<file path="src/rtl/st7789_pkg.sv">
// Shared types and constants for the ST7789 window scheduler.
package st7789_pkg;

    localparam logic [7:0] CMD_CASET = 8'h2A;
    localparam logic [7:0] CMD_RASET = 8'h2B;
    localparam logic [7:0] CMD_RAMWR = 8'h2C;

    localparam int RECT_W  = 32;
    localparam int COLOR_W = 16;

    typedef enum logic [3:0] {
        ST_IDLE,
        ST_CA_CMD,
        ST_CA_ARG,
        ST_RA_CMD,
        ST_RA_ARG,
        ST_WR_CMD,
        ST_PIX_HI,
        ST_PIX_LO,
        ST_FIN
    } state_t;

    // Field order matches the packed request word {x0, y0, x1, y1}.
    typedef struct packed {
        logic [7:0] x0;
        logic [7:0] y0;
        logic [7:0] x1;
        logic [7:0] y1;
    } rect_t;

    function automatic logic [7:0] arg_byte(input logic [15:0] a_start,
                                            input logic [15:0] a_end,
                                            input logic [1:0]  idx);
        case (idx)
            2'd0:    return a_start[15:8];
            2'd1:    return a_start[7:0];
            2'd2:    return a_end[15:8];
            default: return a_end[7:0];
        endcase
    endfunction

endpackage

</file>
<file path="src/rtl/st7789_rr_arbiter.sv">
// Two-way round-robin arbiter; the last-winner pointer moves only when upd is pulsed.
module st7789_rr_arbiter (
    input  logic       clk,
    input  logic       reset,
    input  logic [1:0] req,
    input  logic       upd,
    input  logic       upd_idx,
    output logic       any,
    output logic       win_idx
);

    logic last_q, last_d;

    always_ff @(posedge clk or posedge reset) begin
        if (reset) last_q <= 1'b1;
        else       last_q <= last_d;
    end

    always_comb begin
        last_d = last_q;
        if (upd) last_d = upd_idx;
    end

    always_comb begin
        any     = |req;
        win_idx = 1'b0;
        if (req == 2'b11) win_idx = ~last_q;
        else if (req[1])  win_idx = 1'b1;
    end

endmodule

</file>
<file path="src/rtl/st7789_window_scheduler.sv">
// Arbitrates two rectangle requesters and emits CASET/RASET/RAMWR plus pixel bytes to the SPI shifter.
//   state     | meaning
//   IDLE      | wait for a request, latch rect and owner
//   CA_CMD    | offer 0x2A
//   CA_ARG    | offer 4 column address bytes
//   RA_CMD    | offer 0x2B
//   RA_ARG    | offer 4 row address bytes
//   WR_CMD    | offer 0x2C
//   PIX_HI    | offer colour high byte
//   PIX_LO    | offer colour low byte, advance px/py on accept
//   FIN       | done (and err) pulse, pointer update, release grant
module st7789_window_scheduler
    import st7789_pkg::*;
#(
    parameter int C_x_size   = 128,
    parameter int C_y_size   = 160,
    parameter int C_x_offset = 0,
    parameter int C_y_offset = 0
) (
    input  logic        clk,
    input  logic        reset,
    input  logic [1:0]  req,
    input  logic [63:0] req_rect,
    input  logic [31:0] req_color,
    output logic [1:0]  grant,
    output logic [1:0]  done,
    output logic        err,
    output logic [7:0]  px,
    output logic [7:0]  py,
    output logic        byte_valid,
    output logic [7:0]  byte_data,
    output logic        byte_dc,
    input  logic        byte_ready
);

    localparam logic [15:0] X_SIZE = 16'(C_x_size);
    localparam logic [15:0] Y_SIZE = 16'(C_y_size);
    localparam logic [15:0] X_OFF  = 16'(C_x_offset);
    localparam logic [15:0] Y_OFF  = 16'(C_y_offset);

    state_t      state_q, state_d;
    logic        owner_q, owner_d;
    logic [1:0]  grant_q, grant_d;
    logic        err_q, err_d;
    rect_t       rect_q, rect_d;
    logic [1:0]  arg_q, arg_d;
    logic [14:0] cnt_q, cnt_d;
    logic [7:0]  px_q, px_d, py_q, py_d;
    logic [15:0] color_q, color_d;
    logic        hold_q, hold_d;

    logic        arb_any, arb_win, arb_upd;
    rect_t       sel_rect;
    logic        rect_ok;
    logic [8:0]  rect_w, rect_h;
    logic [14:0] npix;
    logic [15:0] live_color;
    logic [15:0] col_start, col_end, row_start, row_end;
    logic        accept;

    assign arb_upd = (state_q == ST_FIN);

    st7789_rr_arbiter u_arb (
        .clk     (clk),
        .reset   (reset),
        .req     (req),
        .upd     (arb_upd),
        .upd_idx (owner_q),
        .any     (arb_any),
        .win_idx (arb_win)
    );

    assign accept     = byte_valid & byte_ready;
    assign sel_rect   = arb_win ? rect_t'(req_rect[2*RECT_W-1:RECT_W]) : rect_t'(req_rect[RECT_W-1:0]);
    assign live_color = owner_q ? req_color[2*COLOR_W-1:COLOR_W] : req_color[COLOR_W-1:0];
    assign rect_ok    = (sel_rect.x0 <= sel_rect.x1) && ({8'h00, sel_rect.x1} < X_SIZE) &&
                        (sel_rect.y0 <= sel_rect.y1) && ({8'h00, sel_rect.y1} < Y_SIZE);
    assign rect_w     = {1'b0, sel_rect.x1} - {1'b0, sel_rect.x0} + 9'd1;
    assign rect_h     = {1'b0, sel_rect.y1} - {1'b0, sel_rect.y0} + 9'd1;
    assign npix       = 15'(rect_w) * 15'(rect_h);
    assign col_start  = {8'h00, rect_q.x0} + X_OFF;
    assign col_end    = {8'h00, rect_q.x1} + X_OFF;
    assign row_start  = {8'h00, rect_q.y0} + Y_OFF;
    assign row_end    = {8'h00, rect_q.y1} + Y_OFF;

    always_ff @(posedge clk or posedge reset) begin
        if (reset) state_q <= ST_IDLE;
        else       state_q <= state_d;
    end

    always_comb begin
        state_d = state_q;
        case (state_q)
            ST_IDLE:   if (arb_any) state_d = rect_ok ? ST_CA_CMD : ST_FIN;
            ST_CA_CMD: if (accept) state_d = ST_CA_ARG;
            ST_CA_ARG: if (accept && arg_q == 2'd3) state_d = ST_RA_CMD;
            ST_RA_CMD: if (accept) state_d = ST_RA_ARG;
            ST_RA_ARG: if (accept && arg_q == 2'd3) state_d = ST_WR_CMD;
            ST_WR_CMD: if (accept) state_d = ST_PIX_HI;
            ST_PIX_HI: if (accept) state_d = ST_PIX_LO;
            ST_PIX_LO: if (accept) state_d = (cnt_q == 15'd0) ? ST_FIN : ST_PIX_HI;
            ST_FIN:    state_d = ST_IDLE;
            default:   state_d = ST_IDLE;
        endcase
    end

    always_comb begin
        byte_valid = 1'b0;
        byte_data  = 8'h00;
        byte_dc    = 1'b0;
        done       = 2'b00;
        err        = 1'b0;
        case (state_q)
            ST_CA_CMD: begin byte_valid = 1'b1; byte_data = CMD_CASET; end
            ST_CA_ARG: begin byte_valid = 1'b1; byte_dc = 1'b1; byte_data = arg_byte(col_start, col_end, arg_q); end
            ST_RA_CMD: begin byte_valid = 1'b1; byte_data = CMD_RASET; end
            ST_RA_ARG: begin byte_valid = 1'b1; byte_dc = 1'b1; byte_data = arg_byte(row_start, row_end, arg_q); end
            ST_WR_CMD: begin byte_valid = 1'b1; byte_data = CMD_RAMWR; end
            // First PIX_HI cycle passes the live colour; a stall falls back to the sampled copy.
            ST_PIX_HI: begin byte_valid = 1'b1; byte_dc = 1'b1; byte_data = hold_q ? color_q[15:8] : live_color[15:8]; end
            ST_PIX_LO: begin byte_valid = 1'b1; byte_dc = 1'b1; byte_data = color_q[7:0]; end
            ST_FIN:    begin done = grant_q; err = err_q; end
            default:   ;
        endcase
    end

    always_ff @(posedge clk or posedge reset) begin
        if (reset) begin
            owner_q <= 1'b0;
            grant_q <= 2'b00;
            err_q   <= 1'b0;
            rect_q  <= '0;
            arg_q   <= 2'd0;
            cnt_q   <= 15'd0;
            px_q    <= 8'h00;
            py_q    <= 8'h00;
            color_q <= 16'h0000;
            hold_q  <= 1'b0;
        end else begin
            owner_q <= owner_d;
            grant_q <= grant_d;
            err_q   <= err_d;
            rect_q  <= rect_d;
            arg_q   <= arg_d;
            cnt_q   <= cnt_d;
            px_q    <= px_d;
            py_q    <= py_d;
            color_q <= color_d;
            hold_q  <= hold_d;
        end
    end

    always_comb begin
        owner_d = owner_q;
        grant_d = grant_q;
        err_d   = err_q;
        rect_d  = rect_q;
        arg_d   = arg_q;
        cnt_d   = cnt_q;
        px_d    = px_q;
        py_d    = py_q;
        color_d = color_q;
        hold_d  = hold_q;
        case (state_q)
            ST_IDLE: begin
                if (arb_any) begin
                    owner_d = arb_win;
                    grant_d = arb_win ? 2'b10 : 2'b01;
                    err_d   = ~rect_ok;
                    rect_d  = sel_rect;
                    px_d    = sel_rect.x0;
                    py_d    = sel_rect.y0;
                    cnt_d   = npix - 15'd1;
                end
            end
            ST_CA_CMD, ST_RA_CMD: arg_d = 2'd0;
            ST_CA_ARG, ST_RA_ARG: if (accept) arg_d = arg_q + 2'd1;
            ST_PIX_HI: begin
                if (!hold_q) color_d = live_color;
                hold_d = ~accept;
            end
            ST_PIX_LO: begin
                if (accept && cnt_q != 15'd0) begin
                    cnt_d = cnt_q - 15'd1;
                    if (px_q == rect_q.x1) begin
                        px_d = rect_q.x0;
                        py_d = py_q + 8'd1;
                    end else begin
                        px_d = px_q + 8'd1;
                    end
                end
            end
            ST_FIN: begin
                grant_d = 2'b00;
                err_d   = 1'b0;
            end
            default: ;
        endcase
    end

    assign grant = grant_q;
    assign px    = px_q;
    assign py    = py_q;

endmodule

</file>
<file path="config.mk">
export PLATFORM = sky130hd
export DESIGN_NAME = st7789_window_scheduler
export DESIGN_NICKNAME = d
export VERILOG_FILES = /design/src/rtl/st7789_pkg.sv /design/src/rtl/st7789_rr_arbiter.sv /design/src/rtl/st7789_window_scheduler.sv
export SDC_FILE = /design/constraint.sdc
export NUM_CORES = 1
export LEC_CHECK = 0
export BUFFER_PORTS_ARGS = -buffer_cell sky130_fd_sc_hd__buf_2
export CAP_MARGIN = 20
export CORE_MARGIN = 4
export CORE_UTILIZATION = 60
export DETAILED_ROUTE_END_ITERATION = 8
export PLACE_DENSITY = 0.83
export SETUP_SLACK_MARGIN = 0.3
export SLEW_MARGIN = 20
export SYNTH_ARGS = -nofsm -noshare
export SYNTH_HDL_FRONTEND = slang
export SYNTH_SLANG_ARGS = --single-unit
</file>
<file path="constraint.sdc">
create_clock -name clk -period 10.4 [get_ports clk]
set_input_delay 0 -clock clk [delete_from_list [all_inputs] [get_ports clk]]
set_output_delay 0 -clock clk [all_outputs]
set_load 0.1 [all_outputs]
</file>
Word level (Yosys, flattened, before mapping)
Index checks and enable logic that the tools add are counted.

word-level totals
  memories = 0
  bits in writable memories = 0
  bits in registers = 91
  output and inout bits = 31
  bits of input ports = 101
  bits in read-only memories = 0
  latch bits = 0

cells by class
  shift operators = 0
  mux-type cells = 41
  reduce and logical (&&, ||, !) cells = 25
  multipliers = 1
  bitwise gates (word level) = 5
  add/subtract/negate cells = 9
  order comparisons = 4
  equal/unequal tests = 24
  divide/modulo/power cells = 0

operator list
  operator                                            number
  case mux 8 bit (2 select lines)                     4
  two-way mux 8 bit                                   7
  case mux 8 bit (7 select lines)                     1
  two-way mux 4 bit                                   10
  two-way mux 32 bit                                  1
  case mux 4 bit (8 select lines)                     1
  two-way mux 15 bit                                  2
  case mux 15 bit (2 select lines)                    1
  subtractor 15 x 1 -> 15 bit, second input constant  2
  inequality test 2 bit, second input constant        11
  adder 9 x 1 -> 9 bit, second input constant         2
  subtractor 8 x 8 -> 9 bit                           2
  adder 8 x 1 -> 8 bit, second input constant         2
  == test 4 x 3 -> 1 bit, second input constant       4
  <= comparator 8 bit                                 2
  less-than comparator 8 bit, second input constant   2
  two-way mux 16 bit                                  1
  logical NOT 15 bit                                  1
  multiplier 9 x 9 -> 15 bit                          1
  nonzero test 15 bit                                 1
  == test 4 x 2 -> 1 bit, second input constant       2
  == test 8 bit                                       1
  two-way mux 2 bit                                   4
  case mux 2 bit (2 select lines)                     2
  20 further kinds                                    42

Longest topological paths before layout
  word-level depth = 10
  gate-level depth with buffers = 31
  depth with buffers taken out = 29

Modules after synthesis
A second synthesis with hierarchy kept.

unflattened totals
  cells, all modules = 1100
  area total of the unflattened synthesis = 9305.2 um2

modules (own cells, without submodules)
  module                   instances  area each (um2)  cells an instance
  st7789_window_scheduler  1          9246.4           1095
  st7789_rr_arbiter        1          58.8             5

Least setup slack after synthesis
No wires, ideal clock.

  kind = reg-to-reg
  start point = reg u_arb.last_q
  end point = reg cnt_q[14]
  clock period less this slack = 7.726 ns
  library setup time = 0.127 ns
  cell stages (with the launch flop) = 32
  buffers on the path = 3
  slack = 2.674 ns
  arrival time = 7.600 ns
  path through = dfstp_2 -> a21boi_0 -> clkbuf_1 -> buf_2 -> buf_2 -> mux2i_1 -> inv_1 -> ha_1 -> ha_1 -> o21ai_0 -> o21a_1 -> o21ai_0 -> a21oi_1 -> xor2_1 -> nand2_1 -> ha_1 -> fa_1 -> inv_1 -> fa_1 -> fa_1 -> inv_1 -> fa_1 -> inv_1 -> ha_1 -> nand3_1 -> a21oi_1 -> o21ai_0 -> a32o_1 -> o21ai_0 -> xor3_1 -> xnor2_1 -> a21oi_1

RTL lines
  what                      line                            text
  start: declaration        st7789_rr_arbiter.sv:12         logic last_q, last_d;
  start signal: assignment  st7789_rr_arbiter.sv:16         else last_q <= last_d;
  end signal: assignment    st7789_window_scheduler.sv:145  cnt_q <= cnt_d;
  end: declaration          st7789_window_scheduler.sv:47   logic [14:0] cnt_q, cnt_d;

==> summary.txt <==
Status
  • Status: complete, no violations

Logic synthesis
  • Library cell occupying the most area in the post-synthesis netlist: sky130_fd_sc_hd__dfrtp_1
  • Post-synthesis cell count: around 1100
  • Portion of the post-synthesis area used by sequential elements: 0.246
  • Proportion of netlist area held by the largest area contributor: 0.243
  • Syn_area_per_cell: 8.39 µm²
  • Fraction of registers with async set or reset after synthesis: 1.00
  • Synth Cell Area: 9280 µm²
  • Main synth FF type: sky130_fd_sc_hd__dfrtp_1
  • Number of synthesized flops with an enable pin: 0
  • Post-synthesis register bit count: 91
  • YS warnings: 0
  • Syn nets: 1349
  • Dominant cells by area after synthesis: sky130_fd_sc_hd__dfrtp_1 24%, sky130_fd_sc_hd__ha_1 12%, sky130_fd_sc_hd__fa_1 12%
  • Synth unique cells: 70

Clock network
  • CTS max path bufs: 2
  • Count of H-tree levels built during CTS: 3
  • Number of buffers inserted by post-CTS setup repair: 0
  • TritonCTS sink count: 91
  • Number of buffers inserted during clock tree synthesis: 9
  • Buffer type at the clock tree root: sky130_fd_sc_hd__clkbuf_16
  • Skew-Pair Late Insertion Delay: 350 ps
  • Clock tree from TritonCTS: built
  • Clock transition at the registers of the reported paths: 70 ps

STA
  • Final hold violation count: 0
  • Setup Total Neg Slack: 0 ps
  • Worst-Margin Slew: 998 ps
  • Unrepaired setup endpoints after global routing: no
  • Post-route clock skew: 8.44 ps
  • Slew margin rel.: 0.333
  • Highest Clock Rate: 0.115 GHz
  • Share of the clock period used by the worst path: 0.837
  • Number of pins exceeding their max-slew limit in the final report: 0
  • Final critical delay including setup and external delays: 8710 ps
  • Endpoints failing setup: 0

Cells and area
  • Number of filler instances in the final layout: 1186
  • Commonest cells after routing, fill and taps aside: 171 x sky130_fd_sc_hd__nand2_1, 131 x sky130_fd_sc_hd__buf_2, 123 x sky130_fd_sc_hd__o21ai_0
  • Relative area change from synthesis to final layout: 14.6%
  • Antenna cell count: 0
  • Core occupancy in the finished layout: 0.700
  • Most common cell after layout, fill and taps aside: sky130_fd_sc_hd__nand2_1
  • Share of post-route cells with drive strength above 1: 0.145
  • Number of nets at the end of the flow: about 1500

Floorplanning
  • Horizontal extent of the die: 132 µm
  • Area enclosed by the die boundary: 17500 µm²
  • Cell row count: 45
  • Starting density of the core: 0.610
  • I/O pin total: 132
  • Core area: 15200 µm²
  • Die outline height: 132 µm

Routing
  • WL final: 26.0 mm
  • Routed length per instance: ~18 µm
  • Post-detailed-route DRC marker count: 0
  • 1st-iter DRT viols: 732
  • Drt pass-1 iters: 5
  • Number of nets with antenna violations after detailed routing: 0
  • Total via count in the routed design: 8624
  • Vias per cell: just over 6

Critical path
  • Data arrival, critical path: 8890 ps
  • Endpoint of the worst-slack reg-to-reg timing path: cnt_q[14]
  • Number of cells traversed by the worst register-to-register path: 26
  • Worst-path fanout max: 20
  • Critical Path Sink Type: register
  • Type of the worst setup path: reg2reg
  • Critical Path Start Type: register
  • R2r startpoint: u_arb.last_q
  • Req. time, crit path: 10580 ps
  • Reg-to-reg setup timing slack: approximately 1700 ps

Global routing
  • Largest net degree at the start of global routing: 69
  • Wire length of the first global-routing pass: between 40 and 50 mm
  • Aggregate global-route resource usage: 0.301
  • Overflow after GRT: 0
  • Number of global-route vias before repair: between 8000 and 9000
  • Number of antenna violations at the first check in global routing: 0

Worst hold path
  • Terminating pin of the worst hold path: color_q[15]
  • Tightest Hold Check Type: in2reg
  • Number of stages on the worst hold path: 3
  • Hold Crit Start: req_color[15]

Place
  • Global placement routability congestion: 0.983
  • HPWL Detailed: about 20 mm
  • Number of buffer cells added on primary ports: about 130

Run
  • MaxCap Viol Count: 0
==> sequential cells by signal, summed over array words and instances (netlist names) <==
name	count
py	8
err_q	1
hold_q	1
color_q	16
cnt_q	15
arg_q	2
owner_q	1
u_arb.last_q	1
rect_q	32
grant	2
state_q	4
px	8
==> area by class of cell <==
cell class                      instances  area, µm²  share of cell area
Inverter                              111        418              0.0393
Sequential cell                        91       2280               0.214
Tap cell                              188        235              0.0221
Clock inverter                          7       66.3             0.00624
Clock buffer                            9        225              0.0212
Multi-Input combinational cell        851       6390               0.601
Timing Repair Buffer                  169       1020              0.0955
==> critical path: stages (launching register included) <==
cell                        delay [ps]
sky130_fd_sc_hd__dfstp_2           380
sky130_fd_sc_hd__a21boi_4          770
sky130_fd_sc_hd__mux2i_1           660
sky130_fd_sc_hd__inv_1             120
sky130_fd_sc_hd__ha_1              390
sky130_fd_sc_hd__ha_1              340
sky130_fd_sc_hd__a211oi_1          340
sky130_fd_sc_hd__o21a_1            200
sky130_fd_sc_hd__a2bb2oi_1         610
sky130_fd_sc_hd__nand2_1           170
sky130_fd_sc_hd__fa_1              520
sky130_fd_sc_hd__fa_1              500
sky130_fd_sc_hd__inv_1              60
sky130_fd_sc_hd__fa_1              500
sky130_fd_sc_hd__fa_1              540
sky130_fd_sc_hd__inv_1              50
sky130_fd_sc_hd__fa_1              520
sky130_fd_sc_hd__inv_1              40
sky130_fd_sc_hd__ha_1              350
sky130_fd_sc_hd__nand3_1            90
sky130_fd_sc_hd__a21oi_1           100
sky130_fd_sc_hd__o21ai_0           120
sky130_fd_sc_hd__a32o_1            280
sky130_fd_sc_hd__o21ai_0           170
sky130_fd_sc_hd__xor3_1            440
sky130_fd_sc_hd__xnor2_1           160
sky130_fd_sc_hd__a21oi_1            80
==> routing by layer <==
layer / GRT usage / part of all wire
met1: 0.406 / 0.41
met2: 0.495 / 0.48
met3: 0.0378 / 0.074
met4: 0.122 / 0.035
met5: 0 / 0
==> cell families (layout without fill, tap and decap cells) <==
group / after synthesis / in the layout / share of synthesized area
muxes: 54 / 54 / 0.0587
and+or+nand+nor: 342 / 342 / 0.173
DFF: 91 / 91 / 0.246
xor gates and xnor gates: 41 / 41 / 0.0411
buffers and inverters: 164 / 296 / 0.0700
adders and majority gates: 142 / 142 / 0.235
AOI/OAI and AO/OA: 272 / 272 / 0.176
==> cell usage after synthesis, types with 21 or more instances <==
cell type	number
sky130_fd_sc_hd__and2_1	21
sky130_fd_sc_hd__fa_1	54
sky130_fd_sc_hd__inv_1	111
sky130_fd_sc_hd__nor2_1	48
sky130_fd_sc_hd__dfrtp_1	90
sky130_fd_sc_hd__mux2i_1	51
sky130_fd_sc_hd__nand2_1	171
sky130_fd_sc_hd__clkbuf_1	36
sky130_fd_sc_hd__o21ai_0	123
sky130_fd_sc_hd__a21oi_1	60
sky130_fd_sc_hd__xor2_1	22
sky130_fd_sc_hd__ha_1	88
==> worst max path at each step <==
stage                 start         to  slack [ps]  cells after the start
6_report       u_arb.last_q  cnt_q[14]        1690                     26
3_5_place_dp   u_arb.last_q  cnt_q[14]        1740                     26
5_1_grt        u_arb.last_q  cnt_q[14]        1170                     26
4_1_cts        u_arb.last_q  cnt_q[14]        1750                     26
3_3_place_gp   u_arb.last_q  cnt_q[14]        1900                     28
2_1_floorplan  u_arb.last_q  cnt_q[14]        2670                     31
==> metrics by stage <==
stage | hold slack, ps | setup WS [ps] | instances | area [µm²]
after floorplan | 85.0 | 2670 | 1106 | 9280
after global placement | 51.0 | 1900 | 1380 | 10000
after detailed placement | 59.4 | 1740 | 1380 | 10000
after CTS | 5.77 | 1750 | 1426 | 10600
after global routing | 22.9 | 1170 | 1426 | 10600
final | 10.1 | 1690 | 1426 | 10600
==> repair_timing <==
item,CTS,global route
setup endpoints to repair,0,0
hold buffers,30,0
hold endpoints to repair,45,0
resized for setup,0,0
Power is left out: the tool's default activity adds up to more than one toggle a clock period on the data nets, which glitch-free logic cannot reach.
